<file path="src/rtl/bin2bcd_dd.sv">
// bin2bcd_dd - iterative double-dabble binary to 3-digit BCD converter.
//
// Converts an N_BITS binary operand (4..9 bits, max 511) into hundreds,
// tens and units BCD digits using one ADD cycle and one SHIFT cycle per
// operand bit. A single-cycle in_INIT pulse in IDLE starts a conversion;
// out_DONE pulses for one cycle when the new digits are on the outputs.
//
// Ports:
//   clk      - system clock, rising edge
//   rst      - asynchronous active-high reset
//   in_BIN   - binary operand, sampled on the accept edge only
//   in_INIT  - start request, honoured only in IDLE
//   out_CEN  - hundreds digit (registered)
//   out_DEC  - tens digit (registered)
//   out_UND  - units digit (registered)
//   out_BUSY - high from the accept edge until DONE is left
//   out_DONE - one-cycle completion pulse
//
// Optional feature macro: BIN2BCD_ZERO_BLANK_EN
//   When defined, leading zeros are blanked (shown as 4'hF) at the output
//   register load; the units digit is never blanked.

module bin2bcd_dd #(
  parameter int N_BITS = 8
) (
  input  logic              clk,
  input  logic              rst,
  input  logic [N_BITS-1:0] in_BIN,
  input  logic              in_INIT,
  output logic [3:0]        out_CEN,
  output logic [3:0]        out_DEC,
  output logic [3:0]        out_UND,
  output logic              out_BUSY,
  output logic              out_DONE
);

  localparam int W = 12 + N_BITS;

  localparam logic [1:0] S_IDLE  = 2'd0;
  localparam logic [1:0] S_ADD   = 2'd1;
  localparam logic [1:0] S_SHIFT = 2'd2;
  localparam logic [1:0] S_DONE  = 2'd3;

  localparam logic [3:0] K_INIT = 4'(N_BITS);

  // Working register layout: {C[3:0], D[3:0], U[3:0], B[N_BITS-1:0]}
  logic [1:0]   r_state;
  logic [W-1:0] r_work;
  logic [3:0]   r_k;
  logic [3:0]   r_cen;
  logic [3:0]   r_dec;
  logic [3:0]   r_und;

  logic [W-1:0] w_add;
  logic [W-1:0] w_shift;
  logic [3:0]   w_k_dec;
  logic [3:0]   w_c;
  logic [3:0]   w_d;
  logic [3:0]   w_u;
  logic [3:0]   w_cen_out;
  logic [3:0]   w_dec_out;
  logic [3:0]   w_und_out;

  // Double-dabble correction: a digit >= 5 would become >= 10 after the
  // shift, so pre-add 3 to make the shift carry into the next digit.
  function automatic logic [3:0] add3(input logic [3:0] d);
    logic [3:0] r;
    if (d >= 4'd5) begin
      r = d + 4'd3;
    end else begin
      r = d;
    end
    return r;
  endfunction

  assign w_add = {add3(r_work[W-1 -: 4]),
                  add3(r_work[W-5 -: 4]),
                  add3(r_work[W-9 -: 4]),
                  r_work[N_BITS-1:0]};

  assign w_shift = {r_work[W-2:0], 1'b0};
  assign w_k_dec = r_k - 4'd1;

  // Digits as they stand after the final shift, loaded on the same edge
  assign w_c = w_shift[W-1 -: 4];
  assign w_d = w_shift[W-5 -: 4];
  assign w_u = w_shift[W-9 -: 4];

`ifdef BIN2BCD_ZERO_BLANK_EN
  assign w_cen_out = (w_c == 4'd0) ? 4'hF : w_c;
  assign w_dec_out = ((w_c == 4'd0) && (w_d == 4'd0)) ? 4'hF : w_d;
`else
  assign w_cen_out = w_c;
  assign w_dec_out = w_d;
`endif
  assign w_und_out = w_u;

  // Conversion FSM, working register, iteration counter and result digits
  always_ff @(posedge clk or posedge rst) begin
    if (rst) begin
      r_state <= S_IDLE;
      r_work  <= '0;
      r_k     <= 4'd0;
      r_cen   <= 4'd0;
      r_dec   <= 4'd0;
      r_und   <= 4'd0;
    end else begin
      case (r_state)
        S_IDLE: begin
          if (in_INIT) begin
            r_work  <= {12'd0, in_BIN};
            r_k     <= K_INIT;
            r_state <= S_ADD;
          end else begin
            r_state <= S_IDLE;
          end
        end
        S_ADD: begin
          r_work  <= w_add;
          r_state <= S_SHIFT;
        end
        S_SHIFT: begin
          r_work <= w_shift;
          r_k    <= w_k_dec;
          if (w_k_dec == 4'd0) begin
            r_cen   <= w_cen_out;
            r_dec   <= w_dec_out;
            r_und   <= w_und_out;
            r_state <= S_DONE;
          end else begin
            r_state <= S_ADD;
          end
        end
        S_DONE: begin
          // Always pass through IDLE so the issue interval is 2*N_BITS+2
          r_state <= S_IDLE;
        end
        default: begin
          r_state <= S_IDLE;
        end
      endcase
    end
  end

  assign out_CEN  = r_cen;
  assign out_DEC  = r_dec;
  assign out_UND  = r_und;
  assign out_BUSY = (r_state != S_IDLE);
  assign out_DONE = (r_state == S_DONE);

endmodule

</file>
<file path="config.mk">
export PLATFORM = sky130hd
export DESIGN_NAME = bin2bcd_dd
export DESIGN_NICKNAME = d
export VERILOG_FILES = /design/src/rtl/bin2bcd_dd.sv
export SDC_FILE = /design/constraint.sdc
export NUM_CORES = 1
export LEC_CHECK = 0
export ABC_AREA = 1
export CORE_MARGIN = 1
export CORE_UTILIZATION = 56
export DETAILED_ROUTE_END_ITERATION = 10
export PLACE_DENSITY = 0.89
export SLEW_MARGIN = 20
export SYNTH_ARGS = -nofsm -noshare
export SYNTH_HDL_FRONTEND = slang
export SYNTH_SLANG_ARGS = --single-unit
export TNS_END_PERCENT = 1
</file>
<file path="constraint.sdc">
create_clock -name clk -period 1.63 [get_ports clk]
set_input_delay 0.2445 -clock clk [delete_from_list [all_inputs] [get_ports clk]]
set_output_delay 0.2445 -clock clk [all_outputs]
set_load 0.005 [all_outputs]
</file>
==> results of run 1 <==
final cells by class:
type | count | area [um^2] | area share
Sequential cell | 38 | 951 | 0.352
Inverter | 33 | 134 | 0.0496
Clock inverter | 3 | 68.8 | 0.0255
Tap cell | 48 | 60.1 | 0.0222
Clock buffer | 5 | 68.8 | 0.0255
Multi-Input combinational cell | 188 | 1090 | 0.405
Timing Repair Buffer | 34 | 325 | 0.120
through the flow:
stage          instance area (um^2)  cells
6_report                       2700    349
4_1_cts                        2680    349
2_1_floorplan                  2220    269
5_1_grt                        2700    349
3_3_place_gp                   2520    340
3_5_place_dp                   2520    340
cell usage after synthesis, types with 3 or more instances:
library cell,count
o22ai_1,7
nor2_4,3
clkbuf_2,3
nor2_2,4
o21ai_0,15
ha_1,12
o21ai_2,3
nor2_1,9
nand2_2,3
inv_1,28
a21oi_2,12
nand3_1,21
nand2_1,87
dfrtp_1,38
nand2_4,6
buf_2,3
path summary, 6_finish.rpt:
| check | startpoint | to | slack (ns) | cells after the start |
|---|---|---|---|---|
| setup / recovery | r_state[1] | r_work[18] | 0.07 | 11 |
| hold / removal | rst | out_CEN[3] | 0.30 | 3 |
| setup reg to reg | r_state[1] | r_work[18] | 0.07 | 11 |
| hold reg to reg | out_DEC[2] | out_DEC[2] | 0.47 | 2 |
| max in group asynchronous | rst | r_work[13] | 1.14 | 3 |
| min in group clk | out_DEC[2] | out_DEC[2] | 0.47 | 2 |
registers in the layout (all words and copies together), names as in the netlist:
name / count
r_work: 20
out_CEN: 4
out_DEC: 4
out_UND: 4
r_k: 4
r_state: 2
critical path, cell delays in order (launching register included):
cell	delay (ns)
dfrtp_1	0.39
buf_4	0.16
ha_4	0.17
buf_4	0.16
inv_6	0.06
nand2_4	0.04
nand2_4	0.10
nand2_4	0.10
nand2_4	0.11
nor2_4	0.04
nand2_1	0.06
nand2_1	0.06
power groups by stage:
stage               registers (W)  logic, W  clock network (W)
global route              0.00159   0.00337            0.00102
CTS                       0.00155   0.00296           0.000981
global placement          0.00155   0.00274                  0
detailed placement        0.00157   0.00287                  0
floorplan                 0.00150   0.00223                  0
finish                    0.00156   0.00302           0.000963
per-layer routing:
layer  global-route usage  wire [um]  up-vias
met3               0.0599        203        9
li1                     -          -      911
met1                0.304       2040      854
met2                0.422       2230       47
met5                    0          0        -
met4               0.0815         85        0
cell families after synthesis:
| group | share of synthesized area |
|---|---|
| compound gates | 0.122 |
| xor+xnor | 0.00394 |
| flops | 0.428 |
| buf+inv | 0.0962 |
| fa+ha+maj | 0.0675 |
| simple gates | 0.283 |
what timing repair did:
item | in CTS | in global routing
resized for setup | 6 | 4
hold buffers | 0 | 0
endpoints found under the setup margin | 3 | 15
setup buffers | 1 | 0
pin swaps | 0 | 1
==> metrics.yaml, run 1 <==
status: "finished, final reports clean"
worstMarginPinSlew_ns: 0.281
place.gp.congestion: 0.882
finClkSkew_ns: 0.00930
htree_levels: 2
drt-vias-per-instance: 5.22
core_um2: 3740
diodes: 0
fin_crit_ns: 1.56
fmax_ghz: 0.639
fin_nets: 323
synthCells: 269
avgSynthCellArea_um2: 8.27
final-hold-violation-count: 0
yosysWarnings: 0
n_fill_cell: 302
final_cell_mix: "nand2_1, dfrtp_1, inv_1"
setup_viol: 0
slew_viol_final: 0
synth_edf_count: 0
drcViolationCount: 0
ys_seq_area_frac: 0.428
first_iter_violations: 126
grt_pass1_wl_mm: 7.90
antenna_left: 0
start_util: 0.594
grt-ovfl-total: 0
cp.required_ns: 1.82
post-route-period-util: 0.960
hold_path_class: "input port to async pin"
clk_pin_slew_worst_paths_ns: 0.08
dp_hpwl_mm: 3.24
drt-wirelength-per-cell_um: 13.1
power.switching_w: 0.00245
clock_path_buffers: 2
track_usage: 0.247
routed_wl_mm: 4.56
yosysTopAreaCellShare: 0.428
combPwrFrac: 0.545
synthArstFlopShare: 1.00
fin_ws_ns: 0.0651
cts_buffers: 5
cts-root-buf: "clkbuf_8"
placementRows: 22
die_h_um: 65.0
hold_slack_ns: 0.295
vias: 1821
io_buffers: 24
numClockSinks: 38
power_density_nw_per_um2: 2050
p_int_w: 0.00309
synth_area_leaders: "dfrtp_1, nand2_1, ha_1, inv_1, nand3_1"
arrival_ns: 1.75
antenna_found_initial: 0
syn-num-nets: 292
start_kind: "flop"
total_power_w: 0.00554
max_cap_violations: 0
seqPwrFrac: 0.281
synthFlopType: "dfrtp_1"
leakage_nw: 1.37
drive_gt1_frac: 0.203
area_delta_synth_final_pct: 21.4
fin_tns_setup_ns: 0
grt_pass1_vias: 1785
grt_max_degree: 39
critPathMaxFanout: 6
maxSlewHeadroom: 0.813
peakVddDrop_uv: 1480
final_util: 0.721
dr.pass1.iters: 4
cts_tree: "yes"
die_area_um2: 4230
pre_cts_ws_ns: 0.0339
ys_ff_latch: 38
die_width_um: 65.0
yosys.area.top_type: "dfrtp_1"
clkLatencyLatePin_ns: 0.30
critPathCaptureType: "flop"
switching_share: 0.442
crit_type: "flop to flop"
final_common_cell: "nand2_1"
clkPwrFrac: 0.174
synth_area_um2: 2220
ios: 25
synthDistinctLibCells: 28
(Power assumes the default switching activity.)
==> inputs of run 2 (changes only) <==
- CAP_MARGIN: unset -> 20
==> results of run 2 <==
Final layout, timing and power as in run 1 (identical DEF).
